<file path="config.mk">
export PLATFORM = sky130hd
export DESIGN_NAME = ram_frame_reader
export DESIGN_NICKNAME = d
export VERILOG_FILES = /design/src/rtl/ram_frame_reader.sv
export SDC_FILE = /design/constraint.sdc
export NUM_CORES = 1
export LEC_CHECK = 0
export ABC_AREA = 1
export BUFFER_PORTS_ARGS = -buffer_cell sky130_fd_sc_hd__buf_2
export CORE_UTILIZATION = 26
export DETAILED_ROUTE_END_ITERATION = 10
export GPL_TIMING_DRIVEN = 0
export PLACE_DENSITY = 0.56
export SLEW_MARGIN = 25
export SYNTH_ARGS = -nofsm -noshare
export SYNTH_HDL_FRONTEND = slang
export SYNTH_SLANG_ARGS = --single-unit
</file>
<file path="constraint.sdc">
create_clock -name clk -period 1.8 [get_ports clk]
set_input_delay 0.09 -clock clk [delete_from_list [all_inputs] [get_ports clk]]
set_output_delay 0.09 -clock clk [all_outputs]
set_load 0.02 [all_outputs]
</file>
<file path="src/rtl/ram_frame_reader.sv">
// ram_frame_reader: fetches a LEN-byte frame from the frame RAM read port and streams it out on a byte valid/ready interface.
// Ports: clk, reset_n (async active-low); start/base_addr/len frame request, sampled in IDLE;
//        ram_rd/ram_rd_addr/ram_dout RAM read port (combinational data);
//        o_valid/o_data/o_ready byte stream; busy/done status.
// Optional: RAM_FRAME_READER_CHECKSUM_EN appends an XOR checksum byte after each non-empty frame.
module ram_frame_reader #(
  parameter int ADDR_W = 12,
  parameter int DATA_W = 8,
  parameter logic [DATA_W-1:0] IDLE_BYTE = 8'hE1
) (
  input  logic              clk,
  input  logic              reset_n,
  input  logic              start,
  input  logic [ADDR_W-1:0] base_addr,
  input  logic [ADDR_W:0]   len,
  output logic              ram_rd,
  output logic [ADDR_W-1:0] ram_rd_addr,
  input  logic [DATA_W-1:0] ram_dout,
  output logic              o_valid,
  output logic [DATA_W-1:0] o_data,
  input  logic              o_ready,
  output logic              busy,
  output logic              done
);
  typedef enum logic [2:0] {
    IDLE,
    FETCH,
    SEND,
`ifdef RAM_FRAME_READER_CHECKSUM_EN
    CSUM,
`endif
    DONE
  } state_t;
  state_t state_q, state_d;
  logic [ADDR_W-1:0] addr_q, addr_d, ram_rd_addr_q, ram_rd_addr_d;
  logic [ADDR_W:0] rem_q, rem_d;
  logic [DATA_W-1:0] o_data_q, o_data_d;
  logic ram_rd_q, ram_rd_d, o_valid_q, o_valid_d, busy_q, busy_d, done_q, done_d;
`ifdef RAM_FRAME_READER_CHECKSUM_EN
  logic [DATA_W-1:0] acc_q, acc_d;
`endif
  assign ram_rd = ram_rd_q;
  assign ram_rd_addr = ram_rd_addr_q;
  assign o_valid = o_valid_q;
  assign o_data = o_data_q;
  assign busy = busy_q;
  assign done = done_q;
  // Outputs are registered, so each one is set on the transition into the state that presents it.
  always_comb begin
    state_d = state_q;
    addr_d = addr_q;
    rem_d = rem_q;
    ram_rd_d = 1'b0;
    ram_rd_addr_d = ram_rd_addr_q;
    o_valid_d = o_valid_q;
    o_data_d = o_data_q;
    busy_d = busy_q;
    done_d = 1'b0;
`ifdef RAM_FRAME_READER_CHECKSUM_EN
    acc_d = acc_q;
`endif
    case (state_q)
      IDLE: if (start) begin
        busy_d = 1'b1;
`ifdef RAM_FRAME_READER_CHECKSUM_EN
        acc_d = '0;
`endif
        if (len != '0) begin
          state_d = FETCH;
          addr_d = base_addr;
          rem_d = len;
          ram_rd_d = 1'b1;
          ram_rd_addr_d = base_addr;
        end else begin
          state_d = DONE;
          done_d = 1'b1;
        end
      end
      FETCH: begin
        o_data_d = ram_dout;
        o_valid_d = 1'b1;
        addr_d = addr_q + ADDR_W'(1);
        rem_d = rem_q - (ADDR_W+1)'(1);
        state_d = SEND;
      end
      SEND: if (o_ready) begin
        o_valid_d = 1'b0;
        o_data_d = IDLE_BYTE;
`ifdef RAM_FRAME_READER_CHECKSUM_EN
        acc_d = acc_q ^ o_data_q;
`endif
        if (rem_q != '0) begin
          state_d = FETCH;
          ram_rd_d = 1'b1;
          ram_rd_addr_d = addr_q;
        end else begin
`ifdef RAM_FRAME_READER_CHECKSUM_EN
          state_d = CSUM;
          o_valid_d = 1'b1;
          o_data_d = acc_q ^ o_data_q;
`else
          state_d = DONE;
          done_d = 1'b1;
`endif
        end
      end
`ifdef RAM_FRAME_READER_CHECKSUM_EN
      CSUM: if (o_ready) begin
        o_valid_d = 1'b0;
        o_data_d = IDLE_BYTE;
        state_d = DONE;
        done_d = 1'b1;
      end
`endif
      DONE: begin
        busy_d = 1'b0;
        state_d = IDLE;
      end
      default: state_d = IDLE;
    endcase
  end
  always_ff @(posedge clk or negedge reset_n) begin
    if (!reset_n) begin
      state_q <= IDLE;
      addr_q <= '0;
      rem_q <= '0;
      ram_rd_q <= 1'b0;
      ram_rd_addr_q <= '0;
      o_valid_q <= 1'b0;
      o_data_q <= IDLE_BYTE;
      busy_q <= 1'b0;
      done_q <= 1'b0;
`ifdef RAM_FRAME_READER_CHECKSUM_EN
      acc_q <= '0;
`endif
    end else begin
      state_q <= state_d;
      addr_q <= addr_d;
      rem_q <= rem_d;
      ram_rd_q <= ram_rd_d;
      ram_rd_addr_q <= ram_rd_addr_d;
      o_valid_q <= o_valid_d;
      o_data_q <= o_data_d;
      busy_q <= busy_d;
      done_q <= done_d;
`ifdef RAM_FRAME_READER_CHECKSUM_EN
      acc_q <= acc_d;
`endif
    end
  end
endmodule

</file>
* Word-level counts from Yosys, hierarchy flattened
Cells that the tools add are included.
** Operators by class
- Mux-type cells :: 30
- Equal/unequal tests :: 7
- $add $sub $neg :: 2
- Reduce and logical (&&, ||, !) cells :: 12
** Operators with widths (count)
- 12-bit 2-to-1 mux :: 4
- 12-bit one-hot mux with 2 select lines :: 2
- 13-bit 2-to-1 mux :: 2
- 13-bit one-hot mux with 2 select lines :: 1
- 13-bit nonzero test :: 2
- 8-bit one-hot mux with 2 select lines :: 1
- 13-bit by 1-bit subtractor with 13-bit output, second input constant :: 1
- 12-bit by 1-bit adder with 12-bit output, second input constant :: 1
- 1-bit 2-to-1 mux :: 10
- 3-bit one-hot mux with 3 select lines :: 1
- 8-bit 2-to-1 mux :: 1
- 2-bit inequality test, second input constant :: 4
- 1-bit one-hot mux with 2 select lines :: 4
- 2-bit nonzero test :: 4
- 3-bit by 2-bit equality test with 1-bit output, second input constant :: 2
- 3-bit 2-to-1 mux :: 2
- 2-bit AND reduction :: 3
- 5-bit AND reduction :: 1
- 2-bit 2-to-1 mux :: 2
- 3-bit by 1-bit equality test with 1-bit output, second input constant :: 1
- 3-bit logical NOT :: 1
- 3-bit AND reduction :: 1
** Word-level totals
- Input bits :: 37
- Register bits after elaboration :: 52

* Depth between registers and ports, before layout
- Depth after elaboration :: 4
- Gate-level depth with buffers :: 10
- Mapped depth without buffers :: 9

* Worst setup path before layout
OpenSTA, ideal clock, no wires.
- Kind :: register to register
- From :: register rem_q[0]
- To :: register ram_rd_addr_q[0], in the netlist ram_rd_addr[0]
- Stages on the path, launching flop included :: 11
- Clock period less this slack :: 1.402 ns
- Path slack :: 0.398 ns
- Data arrival time :: 1.285 ns
- Path through :: dfrtp_1 > inv_1 > ha_1 > nand2_1 > nor2_1 > nand2_2 > nand2_2 > nand2_2 > buf_6 > nand2_1 > nand2_1
** Between the ends
- Longest elaborated chain between the ends :: 3
** RTL lines
- from (decl) :: line 36 : logic [ADDR_W:0] rem_q, rem_d;
- from (signal assigned) :: line 139 : rem_q <= rem_d;
- 13-bit nonzero test :: line 92 : if (rem_q != '0) begin
- 2-bit inequality test (no line)
- 5-bit AND reduction (no line)
- to (signal assigned) :: line 141 : ram_rd_addr_q <= ram_rd_addr_d;
- to (decl) :: line 35 : logic [ADDR_W-1:0] addr_q, addr_d, ram_rd_addr_q, ram_rd_addr_d;
Every way passes these cells.
A chain may end at the register's enable or synchronous reset.

* Worst setup path after layout
- From :: register rem_q[0]
- To :: register ram_rd_addr_q[2], in the netlist ram_rd_addr[2]
Same word-level chain as after synthesis.

==> metrics.md <==
| Metric | Value |
|---|---|
| Synth top area share | `0.3792` |
| Top_reg_cell synth | `dfrtp_1` |
| Clk_lat worst skew | `0.29 ns` |
| Initial antenna violation count | `0` |
| H-tree Lvls | `2` |
| Nets | `537` |
| Final period utilization | `0.9034` |
| CTS sink count | `51` |
| R2R cell count | `10` |
| Critical path type | `flop to flop` |
| Post-synth EDFFs | `0` |
| I/O pins | `61` |
| Final std cells w/o fill | `641` |
| Clock share of power | `0.161` |
| Synthesized area | `0.003102 mm^2` |
| Clock-pin slew on the worst setup and hold paths | `0.06 ns` |
| Core Region | `0.01152 mm^2` |
| Routed wire length | `8402 um` |
| Max FO, Critical Path | `10` |
| Worst R2R End | `ram_rd_addr[2]` |
| WL met1 | `3815 um` |
| PwrDens | `1774 mW/mm^2` |
| Failing checks | `DRC` |
| Ant. Diodes | `0` |
| Register area share after synthesis | `0.4131` |
| Final setup fails | `0` |
| Gr usage total | `0.1431` |
| WP data arrival | `1.80 ns` |
| Area Overhead vs Synth | `21.18%` |
| Status | `finished with violations` |
| Routed Antenna Nets | `0` |
| Worst R2R Setup Slack | `0.17 ns` |
| Ys Warns | `0` |
| TritonCTS Buffers | `5` |
| Post-synth top area cell | `dfrtp_1` |
| Commonest cells in the netlist | `nand2_1 (165), nand3_1 (48), dfrtp_1 (47)` |
| Routed met2 length | `4183 um` |
| Critical Path Source Type | `flop` |
| Cell Int Power | `3.610 mW` |
| Pre-antenna DRT Iters | `7` |
| Die Y | `111.2 um` |
| Slew of the pin with the lowest slew margin | `0.6736 ns` |
| Die W | `111.2 um` |
| Post-DP HPWL | `6344 um` |
| Worst path cell trace | `inv_1 -> ha_1 -> nand2_1 -> nor2_1 -> nand2_2 -> nand2_2 -> nand2_2 -> buf_6 -> nand2_1 -> nand2_1` |
| Synth top area cells | `dfrtp_1 (38%), nand2_1 (20%), nand3_1 (7.7%)` |
| Post-route cell area | `0.003759 mm^2` |
| Placer Congestion | `0.8447` |
| Worst setup endpoint | `ram_rd_addr[2]` |
| Sw frac | `0.4586` |
| VDD IR max | `0.4945 mV` |
| # DRC | `12` |
| Crit path capture type | `flop` |
| Syn nets | `469` |
| Layout cell share with drive strength beyond 1 | `0.2450` |
| Pin count of the biggest net entering global routing | `52` |
| Switch Pwr | `3.058 mW` |
| RSZ-0062 raised after global routing | `no` |
| Remaining global-route overflow | `0` |
| Syn_area_per_cell | `7.230 um^2` |
| Number of global-route vias before repair | `3006` |
| CP Data Required Time | `1.98 ns` |
| Slowest stage delay, CP | `0.38 ns` |
| Rel. slew slack | `0.5509` |
| CTS root buf | `clkbuf_16` |
| Port buffer count | `60` |
| Mapped Cells | `429` |
| Vias | `2970` |
| Unique masters post-synth | `31` |
| Die Area | `0.01237 mm^2` |
| Highest metal used | `met4` |
| Yosys reg bits | `51` |
| DR WL/cell | `13.11 um` |
| Minimum clock period | `1.626 ns` |
| Worst Skew | `0.01222 ns` |
| Reg power frac | `0.324` |
| F_max | `614.9 MHz` |
| Hold Path Class | `input pin to flop` |
| Post-synth ARST share | `1.000` |
| Placed cells | `632` |
| Most frequent cell after synthesis | `nand2_1` |
| Via density | `4.633` |
| DR iter-0 viols | `182` |
| Starting Density | `0.2693` |
| Setup TNS Final | `0 ns` |
| CTS tree | `done` |
| Placement-stage cell area | `0.003583 mm^2` |
| Slowest cell on the critical path | `dfrtp_1` |
| Clk buf depth | `2` |
| Comb pwr share | `0.515` |
| Critical path origin | `rem_q[0]` |
| Hold Violations, Final | `0` |
| Max-cap violations | `0` |
| FP Rows | `39` |
| Start of the worst register-to-register path | `rem_q[0]` |
| Fin. max-slew vios | `0` |
| Met3 WL | `336 um` |
| Pleak | `1.917 nW` |
| First-pass GRT wire length | `14350 um` |
==> sequential cells by signal, indices dropped and copies added (netlist names) <==
| name | flops |
|---|---|
| rem_q | 13 |
| o_data | 8 |
| busy | 1 |
| state_q | 2 |
| o_valid | 1 |
| ram_rd | 1 |
| ram_rd_addr | 12 |
| addr_q | 12 |
| done | 1 |
==> per-stage QoR <==
step | power [mW] | setup slack (ns) | utilization | hold WS [ns]
6_report | 6.668 | 0.1738 | 0.3264 | 0.02518
5_1_grt | 7.258 | 0.01464 | 0.3264 | 0.02535
4_1_cts | 6.724 | 0.1662 | 0.3262 | 0.02390
3_5_place_dp | 5.617 | 0.1712 | 0.3112 | 0.1737
3_3_place_gp | 5.536 | 0.2002 | 0.3110 | 0.3186
2_1_floorplan | 4.645 | 0.3983 | - | -0.2056
==> placed cells by master, fill, tap and decap left out, drive strengths merged <==
master / n
a21oi: 1
a22o: 4
a31oi: 1
and2: 1
buf: 73
bufinv: 1
clkbuf: 9
dfrtp: 47
dfstp: 4
dlygate4sd3: 1
ha: 3
inv: 32
nand2: 174
nand3: 49
nand3b: 2
nand4: 2
nor2: 45
nor3: 1
o21ai: 39
o22a: 4
o22ai: 1
o31ai: 1
or2: 3
==> final cells by class <==
type,count,area (um^2)
Fill cell,1271,7757
Multi-Input combinational cell,331,1578
Sequential cell,51,1281
Timing Repair Buffer,61,312.8
Tap cell,143,178.9
Clock buffer,7,132.6
Buffer,15,125.1
Inverter,32,120.1
Clock inverter,1,30.03
==> cells by family (layout without fill, tap and decap cells) <==
logic type / count (synthesis) / after routing / share of synthesized area
flops: 51 / 51 / 0.4131
simple gates: 277 / 277 / 0.3828
compound gates: 51 / 51 / 0.1130
fa+ha+maj: 3 / 3 / 0.01210
buf+inv: 47 / 116 / 0.07906
==> critical path: cells and delay by family, from the launching register on <==
kind	cells	cell delay, ns
buf+inv	2	0.33
flops	1	0.38
fa+ha+maj	1	0.18
simple gates	7	0.62
==> power groups by stage <==
stage / registers, mW / clock network, mW / logic, mW
finish: 2.16 / 1.07 / 3.44
global route: 2.23 / 1.15 / 3.88
CTS: 2.15 / 1.11 / 3.47
detailed placement: 2.16 / 0 / 3.46
global placement: 2.14 / 0 / 3.39
floorplan: 2.39 / 0 / 2.26
==> timing repair <==
| item | 4_1_cts | 5_1_grt |
|---|---|---|
| setup buffers | 0 | 0 |
| hold buffers | 1 | 0 |
| resized for setup | 0 | 1 |
| endpoints found under the hold margin | 47 | 0 |
| endpoints found under the setup margin | 0 | 1 |
==> worst min path at each step <==
stage                           start             end  slack (ns)  cells past startpoint
after CTS                 ram_dout[4]       o_data[4]        0.02                      2
after floorplan               reset_n       addr_q[0]       -0.21                      0
after global routing      ram_dout[4]       o_data[4]        0.03                      2
final                     ram_dout[4]       o_data[4]        0.03                      2
after detailed placement      reset_n  ram_rd_addr[2]        0.17                      1
after global placement    ram_dout[1]       o_data[1]        0.32                      2
==> layer usage <==
metal  global-route usage  vias up
met2               0.2517       64
li1                     -     1516
met1               0.1761     1383
met5                    0        -
met3              0.02624        7
met4              0.04505        0
Note: power is estimated with default switching activity, not from simulation.
